--- src/rtl/axi4_lite_master_router_if.sv ---
// AXI4-Lite multi-slave master bus bundle.
// Each channel field is a flattened vector with one slice per slave.
interface axi4_lite_master_router_if #(
  parameter int ADDR_WIDTH = 32,
  parameter int DATA_WIDTH = 32,
  parameter int NUM_SLAVES = 4
);
  localparam int N  = NUM_SLAVES;
  localparam int AW = ADDR_WIDTH;
  localparam int DW = DATA_WIDTH;

  logic [N*AW-1:0]     m_awaddr;
  logic [N-1:0]        m_awvalid;
  logic [N-1:0]        m_awready;
  logic [N*DW-1:0]     m_wdata;
  logic [N*DW/8-1:0]   m_wstrb;
  logic [N-1:0]        m_wvalid;
  logic [N-1:0]        m_wready;
  logic [2*N-1:0]      m_bresp;
  logic [N-1:0]        m_bvalid;
  logic [N-1:0]        m_bready;
  logic [N*AW-1:0]     m_araddr;
  logic [N-1:0]        m_arvalid;
  logic [N-1:0]        m_arready;
  logic [N*DW-1:0]     m_rdata;
  logic [2*N-1:0]      m_rresp;
  logic [N-1:0]        m_rvalid;
  logic [N-1:0]        m_rready;

  modport master (
    output m_awaddr, m_awvalid,
    input  m_awready,
    output m_wdata, m_wstrb, m_wvalid,
    input  m_wready,
    input  m_bresp, m_bvalid,
    output m_bready,
    output m_araddr, m_arvalid,
    input  m_arready,
    input  m_rdata, m_rresp, m_rvalid,
    output m_rready
  );

  modport slave (
    input  m_awaddr, m_awvalid,
    output m_awready,
    input  m_wdata, m_wstrb, m_wvalid,
    output m_wready,
    output m_bresp, m_bvalid,
    input  m_bready,
    input  m_araddr, m_arvalid,
    output m_arready,
    output m_rdata, m_rresp, m_rvalid,
    input  m_rready
  );
endinterface

--- src/rtl/axi4_lite_master_router.sv ---
// AXI4-Lite master router: start/busy requests from the MEM stage are
// decoded onto one of NUM_SLAVES channels, with independent read/write FSMs.
module axi4_lite_master_router #(
  parameter int ADDR_WIDTH = 32,
  parameter int DATA_WIDTH = 32,
  parameter int NUM_SLAVES = 4,
  parameter logic [NUM_SLAVES*ADDR_WIDTH-1:0] SLAVE_BASE =
    {32'h3000_0000, 32'h2000_0000, 32'h1000_0000, 32'h0000_0000},
  parameter logic [NUM_SLAVES*ADDR_WIDTH-1:0] SLAVE_MASK =
    {4{32'hF000_0000}},
  parameter int TIMEOUT_CYCLES = 255
) (
  input  logic                    clk,
  input  logic                    rst,
  input  logic                    write_start,
  input  logic [ADDR_WIDTH-1:0]   write_addr,
  input  logic [DATA_WIDTH-1:0]   write_data,
  input  logic [DATA_WIDTH/8-1:0] write_strobe,
  output logic                    write_busy,
  output logic [1:0]              write_resp,
  input  logic                    read_start,
  input  logic [ADDR_WIDTH-1:0]   read_addr,
  output logic [DATA_WIDTH-1:0]   read_data,
  output logic                    read_busy,
  output logic [1:0]              read_resp,
  output logic                    timeout_flag,
  axi4_lite_master_router_if.master m
);
  localparam int N  = NUM_SLAVES;
  localparam int AW = ADDR_WIDTH;
  localparam int DW = DATA_WIDTH;
  localparam int SW = DATA_WIDTH / 8;
  localparam logic [15:0] TO_LAST = 16'(TIMEOUT_CYCLES - 1);

  typedef enum logic [1:0] {W_IDLE, W_ADDR, W_RESP} wst_t;
  typedef enum logic [1:0] {R_IDLE, R_ADDR, R_DATA} rst_t;

  wst_t r_ws, w_ws_n;
  rst_t r_rs, w_rs_n;

  logic [AW-1:0] r_waddr, r_raddr;
  logic [DW-1:0] r_wdata, r_rdata;
  logic [SW-1:0] r_wstrb;
  logic [N-1:0]  r_wsel, r_rsel;
  logic          r_aw_done, r_w_done;
  logic [15:0]   r_wcnt, r_rcnt;
  logic [1:0]    r_wresp, r_rresp;
  logic          r_to;

  logic [N-1:0]  w_whits, w_rhits, w_wsel, w_rsel;
  logic          w_awv, w_wv;
  logic          w_aw_hs, w_w_hs, w_b_hs, w_ar_hs, w_r_hs;
  logic [1:0]    w_bresp, w_rresp_in;
  logic [DW-1:0] w_rdata_in;
  logic          w_wto, w_rto;
  logic [1:0]    w_wresp_n, w_rresp_n;
  logic [DW-1:0] w_rdata_n;
  logic          w_wto_ev, w_rto_ev;
  logic          w_wacc, w_racc;

  // Lowest-index window wins on overlap: isolate the lowest set hit bit.
  always_comb begin
    w_whits = '0;
    w_rhits = '0;
    for (int i = 0; i < N; i++) begin
      w_whits[i] = (write_addr & SLAVE_MASK[i*AW +: AW])
                   == SLAVE_BASE[i*AW +: AW];
      w_rhits[i] = (read_addr & SLAVE_MASK[i*AW +: AW])
                   == SLAVE_BASE[i*AW +: AW];
    end
  end

  assign w_wsel = w_whits & (~w_whits + N'(1));
  assign w_rsel = w_rhits & (~w_rhits + N'(1));

  always_comb begin
    w_bresp    = '0;
    w_rresp_in = '0;
    w_rdata_in = '0;
    for (int i = 0; i < N; i++) begin
      if (r_wsel[i]) w_bresp = m.m_bresp[2*i +: 2];
      if (r_rsel[i]) begin
        w_rresp_in = m.m_rresp[2*i +: 2];
        w_rdata_in = m.m_rdata[i*DW +: DW];
      end
    end
  end

  assign w_wacc = (r_ws == W_IDLE) && write_start;
  assign w_racc = (r_rs == R_IDLE) && read_start;

  assign w_awv   = (r_ws == W_ADDR) && !r_aw_done;
  assign w_wv    = (r_ws == W_ADDR) && !r_w_done;
  assign w_aw_hs = w_awv && |(r_wsel & m.m_awready);
  assign w_w_hs  = w_wv && |(r_wsel & m.m_wready);
  assign w_b_hs  = (r_ws == W_RESP) && |(r_wsel & m.m_bvalid);
  assign w_ar_hs = (r_rs == R_ADDR) && |(r_rsel & m.m_arready);
  assign w_r_hs  = (r_rs == R_DATA) && |(r_rsel & m.m_rvalid);
  assign w_wto   = r_wcnt >= TO_LAST;
  assign w_rto   = r_rcnt >= TO_LAST;

  assign m.m_awaddr  = {N{r_waddr}};
  assign m.m_wdata   = {N{r_wdata}};
  assign m.m_wstrb   = {N{r_wstrb}};
  assign m.m_awvalid = w_awv ? r_wsel : '0;
  assign m.m_wvalid  = w_wv ? r_wsel : '0;
  assign m.m_bready  = (r_ws == W_RESP) ? r_wsel : '0;
  assign m.m_araddr  = {N{r_raddr}};
  assign m.m_arvalid = (r_rs == R_ADDR) ? r_rsel : '0;
  assign m.m_rready  = (r_rs == R_DATA) ? r_rsel : '0;

  always_comb begin
    w_ws_n    = r_ws;
    w_wresp_n = r_wresp;
    w_wto_ev  = 1'b0;
    unique case (r_ws)
      W_IDLE: if (write_start) w_ws_n = W_ADDR;
      W_ADDR: begin
        if (!(|r_wsel)) begin
          w_ws_n    = W_IDLE;
          w_wresp_n = 2'b11;
        end else if ((r_aw_done || w_aw_hs) && (r_w_done || w_w_hs)) begin
          w_ws_n = W_RESP;
        end else if (w_wto) begin
          w_ws_n    = W_IDLE;
          w_wresp_n = 2'b10;
          w_wto_ev  = 1'b1;
        end
      end
      W_RESP: begin
        if (w_b_hs) begin
          w_ws_n    = W_IDLE;
          w_wresp_n = w_bresp;
        end else if (w_wto) begin
          w_ws_n    = W_IDLE;
          w_wresp_n = 2'b10;
          w_wto_ev  = 1'b1;
        end
      end
      default: w_ws_n = W_IDLE;
    endcase
  end

  always_comb begin
    w_rs_n    = r_rs;
    w_rresp_n = r_rresp;
    w_rdata_n = r_rdata;
    w_rto_ev  = 1'b0;
    unique case (r_rs)
      R_IDLE: if (read_start) w_rs_n = R_ADDR;
      R_ADDR: begin
        if (!(|r_rsel)) begin
          w_rs_n    = R_IDLE;
          w_rresp_n = 2'b11;
          w_rdata_n = '0;
        end else if (w_ar_hs) begin
          w_rs_n = R_DATA;
        end else if (w_rto) begin
          w_rs_n    = R_IDLE;
          w_rresp_n = 2'b10;
          w_rdata_n = '0;
          w_rto_ev  = 1'b1;
        end
      end
      R_DATA: begin
        if (w_r_hs) begin
          w_rs_n    = R_IDLE;
          w_rresp_n = w_rresp_in;
          w_rdata_n = w_rdata_in;
        end else if (w_rto) begin
          w_rs_n    = R_IDLE;
          w_rresp_n = 2'b10;
          w_rdata_n = '0;
          w_rto_ev  = 1'b1;
        end
      end
      default: w_rs_n = R_IDLE;
    endcase
  end

  always_ff @(posedge clk or posedge rst) begin
    if (rst) begin
      r_ws <= W_IDLE;
      r_rs <= R_IDLE;
    end else begin
      r_ws <= w_ws_n;
      r_rs <= w_rs_n;
    end
  end

  always_ff @(posedge clk or posedge rst) begin
    if (rst) begin
      r_waddr   <= '0;
      r_wdata   <= '0;
      r_wstrb   <= '0;
      r_wsel    <= '0;
      r_aw_done <= 1'b0;
      r_w_done  <= 1'b0;
      r_wcnt    <= '0;
      r_wresp   <= 2'b00;
    end else begin
      r_wresp <= w_wresp_n;
      if (w_wacc) begin
        r_waddr   <= write_addr;
        r_wdata   <= write_data;
        r_wstrb   <= write_strobe;
        r_wsel    <= w_wsel;
        r_aw_done <= 1'b0;
        r_w_done  <= 1'b0;
        r_wcnt    <= '0;
      end else if (r_ws != W_IDLE) begin
        if (r_wcnt != 16'hFFFF) r_wcnt <= r_wcnt + 16'd1;
        if (w_aw_hs) r_aw_done <= 1'b1;
        if (w_w_hs) r_w_done <= 1'b1;
      end
    end
  end

  always_ff @(posedge clk or posedge rst) begin
    if (rst) begin
      r_raddr <= '0;
      r_rsel  <= '0;
      r_rcnt  <= '0;
      r_rresp <= 2'b00;
      r_rdata <= '0;
      r_to    <= 1'b0;
    end else begin
      r_rresp <= w_rresp_n;
      r_rdata <= w_rdata_n;
      r_to    <= r_to | w_wto_ev | w_rto_ev;
      if (w_racc) begin
        r_raddr <= read_addr;
        r_rsel  <= w_rsel;
        r_rcnt  <= '0;
      end else if (r_rs != R_IDLE) begin
        if (r_rcnt != 16'hFFFF) r_rcnt <= r_rcnt + 16'd1;
      end
    end
  end

  assign write_busy   = r_ws != W_IDLE;
  assign read_busy    = r_rs != R_IDLE;
  assign write_resp   = r_wresp;
  assign read_resp    = r_rresp;
  assign read_data    = r_rdata;
  assign timeout_flag = r_to;
endmodule
--- src/flat_wrapper.sv ---
// flat-port wrapper written by rule: the top's interface ports become plain ports
module axi4_lite_master_router_flat 
#(
  parameter int ADDR_WIDTH = 32,
  parameter int DATA_WIDTH = 32,
  parameter int NUM_SLAVES = 4,
  parameter logic [NUM_SLAVES*ADDR_WIDTH-1:0] SLAVE_BASE =
    {32'h3000_0000, 32'h2000_0000, 32'h1000_0000, 32'h0000_0000},
  parameter logic [NUM_SLAVES*ADDR_WIDTH-1:0] SLAVE_MASK =
    {4{32'hF000_0000}},
  parameter int TIMEOUT_CYCLES = 255
)
  (clk, rst, write_start, write_addr, write_data, write_strobe, write_busy, write_resp, read_start, read_addr, read_data, read_busy, read_resp, timeout_flag, m_m_awaddr, m_m_awvalid, m_m_awready, m_m_wdata, m_m_wstrb, m_m_wvalid, m_m_wready, m_m_bresp, m_m_bvalid, m_m_bready, m_m_araddr, m_m_arvalid, m_m_arready, m_m_rdata, m_m_rresp, m_m_rvalid, m_m_rready);
  axi4_lite_master_router_if #(.ADDR_WIDTH(ADDR_WIDTH), .DATA_WIDTH(DATA_WIDTH), .NUM_SLAVES(NUM_SLAVES)) m_i ();
  input  logic clk;
  input  logic rst;
  input  logic write_start;
  input  logic [ADDR_WIDTH-1:0] write_addr;
  input  logic [DATA_WIDTH-1:0] write_data;
  input  logic [DATA_WIDTH/8-1:0] write_strobe;
  output logic write_busy;
  output logic [1:0] write_resp;
  input  logic read_start;
  input  logic [ADDR_WIDTH-1:0] read_addr;
  output logic [DATA_WIDTH-1:0] read_data;
  output logic read_busy;
  output logic [1:0] read_resp;
  output logic timeout_flag;
  output wire logic [$bits(m_i.m_awaddr)-1:0] m_m_awaddr;
  output wire logic [$bits(m_i.m_awvalid)-1:0] m_m_awvalid;
  input wire logic [$bits(m_i.m_awready)-1:0] m_m_awready;
  output wire logic [$bits(m_i.m_wdata)-1:0] m_m_wdata;
  output wire logic [$bits(m_i.m_wstrb)-1:0] m_m_wstrb;
  output wire logic [$bits(m_i.m_wvalid)-1:0] m_m_wvalid;
  input wire logic [$bits(m_i.m_wready)-1:0] m_m_wready;
  input wire logic [$bits(m_i.m_bresp)-1:0] m_m_bresp;
  input wire logic [$bits(m_i.m_bvalid)-1:0] m_m_bvalid;
  output wire logic [$bits(m_i.m_bready)-1:0] m_m_bready;
  output wire logic [$bits(m_i.m_araddr)-1:0] m_m_araddr;
  output wire logic [$bits(m_i.m_arvalid)-1:0] m_m_arvalid;
  input wire logic [$bits(m_i.m_arready)-1:0] m_m_arready;
  input wire logic [$bits(m_i.m_rdata)-1:0] m_m_rdata;
  input wire logic [$bits(m_i.m_rresp)-1:0] m_m_rresp;
  input wire logic [$bits(m_i.m_rvalid)-1:0] m_m_rvalid;
  output wire logic [$bits(m_i.m_rready)-1:0] m_m_rready;
  assign m_m_awaddr = m_i.m_awaddr;
  assign m_m_awvalid = m_i.m_awvalid;
  assign m_i.m_awready = m_m_awready;
  assign m_m_wdata = m_i.m_wdata;
  assign m_m_wstrb = m_i.m_wstrb;
  assign m_m_wvalid = m_i.m_wvalid;
  assign m_i.m_wready = m_m_wready;
  assign m_i.m_bresp = m_m_bresp;
  assign m_i.m_bvalid = m_m_bvalid;
  assign m_m_bready = m_i.m_bready;
  assign m_m_araddr = m_i.m_araddr;
  assign m_m_arvalid = m_i.m_arvalid;
  assign m_i.m_arready = m_m_arready;
  assign m_i.m_rdata = m_m_rdata;
  assign m_i.m_rresp = m_m_rresp;
  assign m_i.m_rvalid = m_m_rvalid;
  assign m_m_rready = m_i.m_rready;
  axi4_lite_master_router #(.ADDR_WIDTH(ADDR_WIDTH), .DATA_WIDTH(DATA_WIDTH), .NUM_SLAVES(NUM_SLAVES), .SLAVE_BASE(SLAVE_BASE), .SLAVE_MASK(SLAVE_MASK), .TIMEOUT_CYCLES(TIMEOUT_CYCLES)) u_core (.clk(clk), .rst(rst), .write_start(write_start), .write_addr(write_addr), .write_data(write_data), .write_strobe(write_strobe), .write_busy(write_busy), .write_resp(write_resp), .read_start(read_start), .read_addr(read_addr), .read_data(read_data), .read_busy(read_busy), .read_resp(read_resp), .timeout_flag(timeout_flag), .m(m_i));
endmodule
--- config.mk ---
export PLATFORM = sky130hd
export DESIGN_NAME = axi4_lite_master_router_flat
export DESIGN_NICKNAME = d
export VERILOG_FILES = /design/src/rtl/axi4_lite_master_router_if.sv /design/src/rtl/axi4_lite_master_router.sv /design/src/flat_wrapper.sv
export SDC_FILE = /design/constraint.sdc
export NUM_CORES = 1
export LEC_CHECK = 0
export BUFFER_PORTS_ARGS = -buffer_cell sky130_fd_sc_hd__buf_2
export CAP_MARGIN = 5
export CORE_AREA = 2 2 286 288
export DETAILED_ROUTE_END_ITERATION = 10
export DIE_AREA = 0 0 288 290
export PLACE_DENSITY_LB_ADDON = 0.08
export SETUP_SLACK_MARGIN = 0.3
export SYNTH_ARGS = -nofsm -noshare
export SYNTH_HDL_FRONTEND = slang
export SYNTH_SLANG_ARGS = --single-unit
--- constraint.sdc ---
create_clock -name clk -period 13.4 [get_ports clk]
set_input_delay 0.67 -clock clk [delete_from_list [all_inputs] [get_ports clk]]
set_output_delay 0.67 -clock clk [all_outputs]
set_load 0.05 [all_outputs]
==> flow_summary.ini, run 1 <==
[grt]
gr_util_all_layers_pct = 10.4
grt_max_degree = 86
via_count_of_the_first_global_routing_pass = 9813
grt_remaining_overflow = 0
number_of_antenna_violations_at_the_first_check_in_global_routing = 6
grt_first_pass_wirelength_um = 65700

[worst_setup_path]
worst-endpoint-required_ps = 13710
capturing_element_type_of_the_critical_path = flip-flop
reg2reg_depth = 6
timing.critical_path.cells = buf_4 -> a22oi_1 -> a21o_1 -> nand2_2 -> or2_2 -> o2bb2ai_1
worst_r2r_startpoint = u_core.r_rsel[3]$_DFFE_PP0P_
highest_net_fanout_along_the_worst_path = 70
r2r_setup_slack_ps = 10610
arrival_ps = 3100
crit_path_buffers_inverters = 1
critical_r2r_capture = u_core.read_data[25]$_DFFE_PP0P_
setup.worst_path.class = flip-flop to flip-flop
start_kind = flip-flop
slowest_stage_cell_cp = or2_2
critical-path-top-delay-family = simple AND/OR/NAND/NOR gates
max_stage_delay_ps = 840

[placed_design]
post_dp_hpwl_um = 34800
routabilityCongestion = 0.810
port_buffers = 726

[detailed_routing]
drc = 0
drt-total-wl_um = 45100
route.top_layer_used = met5
drt-met1-wl_um = 19200
dr_wl_met2_um = 22500
routed-via-count = 10145
avgRoutedWirePerCell_um = 16.2
via_per_instance_ratio = 3.65
ant_nets = 0
wl_met3_um = 2470
drt_first_iter_violations = 489
drt_pre_antenna_iters = 5

[clock_network]
postCtsSetupRepairBufs = 0
ctsRootBufferMaster = clkbuf_16
tritoncts = yes
cts.repair.resized = 0
tritoncts.num_buffers = 17
clk_latency_ps = 480
htree_num_levels = 4
clock_tree.buffer_depth = 2
ctsHoldBuffers = 0
clk_transition_reported_paths_ps = 80
number_of_sinks_handled_by_clock_tree_synthesis = 183

[synth]
count_of_unique_library_cells_instantiated_by_yosys = 62
synth-warning-count = 0
synth_seq_area_share_pct = 39.7
synthFlopType = dfrtp_1
synthDominantCellAreaShare_pct = 39.7
synth.top_cells.by_area = dfrtp_1, buf_4, nand2_1, o2bb2ai_2, a221oi_1
syn-cell-area_sq_mm = 0.0115
asyncSetResetFlopFracSynth_pct = 100
yosys_top_cell_by_area = dfrtp_1
yosys_register_bits = 183
synth.avg_cell_area_sq_um = 8.76
synth_enable_flop_cells = 0
synth.net_count = 1597
gate_count_post_synth = 1317

[finish]
synthToLayoutAreaGrowth_pct = 26.8
multiInputGateArea_sq_mm = 0.00429
final-seq-area_sq_mm = 0.00458
nets = 1986
layout-drive-gt1-share_pct = 47.4
num-fill-cells = 9151

[sta]
slew-limit-headroom_pct = 25.1
setup_viol = 0
fin_skew_ps = 17.0
achievable-frequency_mhz = 358
unrepaired_setup_endpoints_after_global_routing = false
hold_violations = 0
total_negative_setup_slack_ps = 0
timing.final.max_slew_violations = 0
worst_pin_slew_ps = 1120
finalCriticalPeriod_ps = 2790
crit_share_post_route_pct = 20.8

[min_path]
hold_class = input port to asynchronous set/reset pin

[floorplanning]
core_box_area_sq_mm = 0.0802
boundaryPins = 727
initial_utilization_pct = 14.4
floorplan.die.width_um = 288
rows = 104
die_height_um = 290
design.die.area_sq_mm = 0.0835

[run]
max_cap_viol_count = 0

[outcome]
run_status = completed
==> sequential cells by signal, indices dropped and copies added, names as in the netlist <==
signal	count
u_core.r_rsel	4
u_core.r_w_done	1
u_core.r_wstrb	4
u_core.r_ws	2
u_core.r_raddr	32
u_core.r_waddr	32
u_core.r_wsel	4
u_core.r_wcnt	16
u_core.read_data	32
u_core.r_aw_done	1
u_core.read_resp	2
u_core.r_rcnt	16
u_core.r_rs	2
u_core.r_wdata	32
u_core.timeout_flag	1
u_core.write_resp	2
==> metrics by stage <==
step                      area, sq um  setup slack (ps)  utilization, %  cells  hold WS, ps
after floorplan                 11500              7760               -   1317          472
final                           14600             10610            18.2   2780          244
after global routing            14600             10320            18.2   2780          280
after global placement          14000             10490            17.4   2747          459
after CTS                       14600             10530            18.2   2778          280
after detailed placement        14000             10490            17.4   2747          472
==> synthesized netlist by cell type, drive strengths merged, types with 2 or more instances <==
library cell	number
dlygate4sd3	2
or4	4
nand3	18
nand3b	3
nor2	29
a2111oi	2
dfrtp	183
xor2	3
a221oi	35
or2	2
nand4	7
o31ai	4
a22oi	10
a31o	2
o211ai	5
xnor2	12
nor4	15
clkbuf	43
o2bb2ai	34
buf	321
and2	18
nand2	340
o41ai	5
a31oi	3
nor2b	38
nor3	37
inv	18
and3	7
nand4b	2
a311oi	3
a21o	4
a21oi	46
a21bo	2
nand2b	3
ha	12
a211oi	4
mux2i	9
and4	4
o21ai	19
==> logic make-up (layout without fill, tap and decap cells) <==
| family | Yosys count | in the layout | synth area share (%) |
|---|---|---|---|
| AOI/OAI and AO/OA | 185 | 185 | 13.3 |
| xor gates and xnor gates | 15 | 15 | 1.14 |
| muxes | 9 | 9 | 0.781 |
| and+or+nand+nor | 529 | 529 | 20.6 |
| adders and majority gates | 12 | 12 | 1.30 |
| DFF | 183 | 183 | 39.7 |
| buffers and inverters | 384 | 785 | 23.2 |
| other | 0 | 2 | 0 |
==> routing by layer <==
| layer | global-route usage [%] | vias to the layer above |
|---|---|---|
| met5 | 0 | - |
| met4 | 3.55 | 2 |
| met3 | 2.50 | 36 |
| met2 | 17.8 | 357 |
| met1 | 12.7 | 4846 |
| li1 | - | 4904 |
==> layout make-up <==
type / instances / area share [%]
sequential: 183 / 31.3
clock buffer: 18 / 2.93
antenna: 2 / 0.0342
timing repair buffer: 736 / 25.4
inverter: 18 / 0.513
multi-input combinational: 750 / 29.3
tap: 1060 / 9.07
clock inverter: 13 / 1.47
==> worst max path at each step <==
stage	from	endpoint	slack (ps)	cells past startpoint
after floorplan	rst	u_core.r_aw_done$_DFFE_PP0P_	7760	1
after global placement	rst	u_core.r_waddr[6]$_DFFE_PP0P_	10490	4
after detailed placement	rst	u_core.r_wdata[30]$_DFFE_PP0P_	10490	4
after CTS	u_core.r_rsel[3]$_DFFE_PP0P_	u_core.read_data[25]$_DFFE_PP0P_	10530	6
after global routing	u_core.r_rsel[3]$_DFFE_PP0P_	u_core.read_data[25]$_DFFE_PP0P_	10320	6
final	u_core.r_rsel[3]$_DFFE_PP0P_	u_core.read_data[25]$_DFFE_PP0P_	10610	6
==> layout by cell type, fill, tap and decap left out, drive strengths merged, types with 7 or more instances in the layout <==
master   instances
buf            736
nand2          340
dfrtp          183
a21oi           46
nor2b           38
nor3            37
a221oi          35
o2bb2ai         34
nor2            29
inv             23
o21ai           19
nand3           18
clkbuf          18
and2            18
nor4            15
xnor2           12
ha              12
a22oi           10
mux2i            9
and3             7
nand4            7
==> worst reg2reg max path: cells and delay by family, from the launching register on <==
family                 cells  cell delay [ps]
AOI/OAI and AO/OA          3              710
DFF                        1              430
and+or+nand+nor            2              940
buffers and inverters      1              550
Power of run 1 is not shown: default switching activity piles up to over one toggle a cycle in this logic, so the estimate is an artifact.
==> inputs of run 2 (changes only) <==
--- a/config.mk
+++ b/config.mk
@@ -7,9 +7,9 @@
 export LEC_CHECK = 0
 export BUFFER_PORTS_ARGS = -buffer_cell sky130_fd_sc_hd__buf_2
 export CAP_MARGIN = 5
-export CORE_AREA = 2 2 286 288
+export CORE_AREA = 2 2 279 281
 export DETAILED_ROUTE_END_ITERATION = 10
-export DIE_AREA = 0 0 288 290
+export DIE_AREA = 0 0 281 283
 export PLACE_DENSITY_LB_ADDON = 0.08
 export SETUP_SLACK_MARGIN = 0.3
 export SYNTH_ARGS = -nofsm -noshare
==> constraint.sdc (replaced) <==
create_clock -name clk -period 2.65 [get_ports clk]
set_input_delay 0.1325 -clock clk [delete_from_list [all_inputs] [get_ports clk]]
set_output_delay 0.1325 -clock clk [all_outputs]
set_load 0.05 [all_outputs]
==> flow_summary.ini, run 2 (same netlist as run 1, synthesis figures left out) <==
[finish]
final_area_sq_mm = 0.0162
layout_commonest_cell = buf_2
layout.cells.most_common_list = buf_2, nand2_1, dfrtp_1, dlygate4sd3_1, a21oi_1
nets = 2143
non_filler_cells_final = 2917
synthToLayoutAreaGrowth_pct = 40.3
layout-drive-gt1-share_pct = 44.8

[grt]
number_of_antenna_violations_at_the_first_check_in_global_routing = 10
gr_util_all_layers_pct = 11.8
via_count_of_the_first_global_routing_pass = 10655
grt_max_degree = 77
grt_first_pass_wirelength_um = 70600
grt_remaining_overflow = 0

[outcome]
run_status = completed

[worst_setup_path]
slowest_stage_cell_cp = dlygate4sd3_1
start_kind = flip-flop
arrival_ps = 2570
setup.worst_path.class = flip-flop to flip-flop
highest_net_fanout_along_the_worst_path = 16
capturing_element_type_of_the_critical_path = flip-flop
timing.critical_path.cells = inv_1 -> ha_2 -> and2_1 -> buf_4 -> nand2_1 -> o41ai_1 -> dlygate4sd3_1
worst-endpoint-required_ps = 3070
max_stage_delay_ps = 580

[detailed_routing]
routed-via-count = 10758
wl_met3_um = 3310
drt_pre_antenna_iters = 4
drt-met1-wl_um = 20900
drt_first_iter_violations = 406
ant_nets = 0
route.top_layer_used = met5
drt-total-wl_um = 48600
drc = 0
dr_wl_met2_um = 23800
via_per_instance_ratio = 3.69
avgRoutedWirePerCell_um = 16.6

[sta]
setup_viol = 0
crit_share_post_route_pct = 81.1
worst_pin_slew_ps = 708
slew-limit-headroom_pct = 52.8
unrepaired_setup_endpoints_after_global_routing = false
postLayoutSetupSlackWorst_ps = 500
hold_violations = 0
total_negative_setup_slack_ps = 0
fin_skew_ps = 19.1
timing.final.max_slew_violations = 0
achievable-frequency_mhz = 465
finalCriticalPeriod_ps = 2150

[clock_network]
clk_transition_reported_paths_ps = 80
tritoncts = yes
clock_tree.buffer_depth = 2
htree_num_levels = 4
postCtsSetupRepairBufs = 0
clk_latency_ps = 500
ctsRootBufferMaster = clkbuf_16
tritoncts.num_buffers = 17
number_of_sinks_handled_by_clock_tree_synthesis = 183

[min_path]
hold_class = input port to flip-flop

[floorplanning]
boundaryPins = 727
design.die.area_sq_mm = 0.0795
core_box_area_sq_mm = 0.0767
die_height_um = 283
floorplan.die.width_um = 281
rows = 102
initial_utilization_pct = 15.0

[run]
max_cap_viol_count = 0

[placed_design]
post-place-cells = 2747
preCtsSetupSlack_ps = 383
port_buffers = 726
post_dp_hpwl_um = 37700
routabilityCongestion = 0.724
place_area_sq_mm = 0.0142
-- run 2: changes by cell type in the layout (fill, tap and decap cells not counted), sizes merged --
cell	previous run	this run
clkbuf	18	17
clkinvlp	0	1
bufinv	5	1
dlygate4sd3	0	137
diode	2	1
inv	23	25
clkinv	3	6
buf	736	756
-- run 2: path summary, 6_finish.rpt --
path | start | to | slack, ps | depth (start not counted)
max | u_core.r_rs[0]$_DFFE_PP0P_ | u_core.r_rsel[2]$_DFFE_PP0P_ | 500 | 7
min | m_m_rdata[113] | u_core.read_data[17]$_DFFE_PP0P_ | 40 | 3
max reg2reg | u_core.r_rs[0]$_DFFE_PP0P_ | u_core.r_rsel[2]$_DFFE_PP0P_ | 500 | 7
min reg2reg | u_core.read_data[26]$_DFFE_PP0P_ | u_core.read_data[26]$_DFFE_PP0P_ | 500 | 1
max in group asynchronous | rst | u_core.r_raddr[14]$_DFFE_PP0P_ | 1540 | 4
min in group asynchronous | rst | u_core.read_data[16]$_DFFE_PP0P_ | 260 | 3
-- run 2: layout make-up --
type	instances	area [sq um]
flip-flops and latches	183	4580
fillers	8582	60500
multi-input cells	750	4310
well taps	1040	1300
diodes	1	2.50
repair buffers	893	5290
inverters	18	71.3
clock buffers	17	425
clock inverters	15	203
-- run 2: repair_timing --
action                                  in CTS  in global routing
gates cloned                                 0                  0
endpoints found under the hold margin      151                  0
hold buffers                               137                  0
resized for setup                            1                  5
endpoints found under the setup margin       4                 39
-- run 2: worst max-delay path, delay by kind of cell, from the launching register on --
kind	cells	cell delay (ps)
compound gates	1	230
fa+ha+maj	1	250
buf+inv	3	920
flops	1	400
simple gates	2	280
-- run 2: metrics by stage --
stage                     util [%]  hold slack [ps]
after floorplan                  -              227
after global placement        18.5              239
after detailed placement      18.5              247
after CTS                     21.1             1.32
after global routing          21.1             30.2
final                         21.1             39.7
-- run 2: layer usage --
metal | GRT usage [%] | vias up
met3 | 3.52 | 35
met2 | 20.1 | 350
met1 | 14.7 | 5143
met5 | 0 | -
li1 | - | 5218
met4 | 2.65 | 12
Power of run 2 is left out for the same reason.
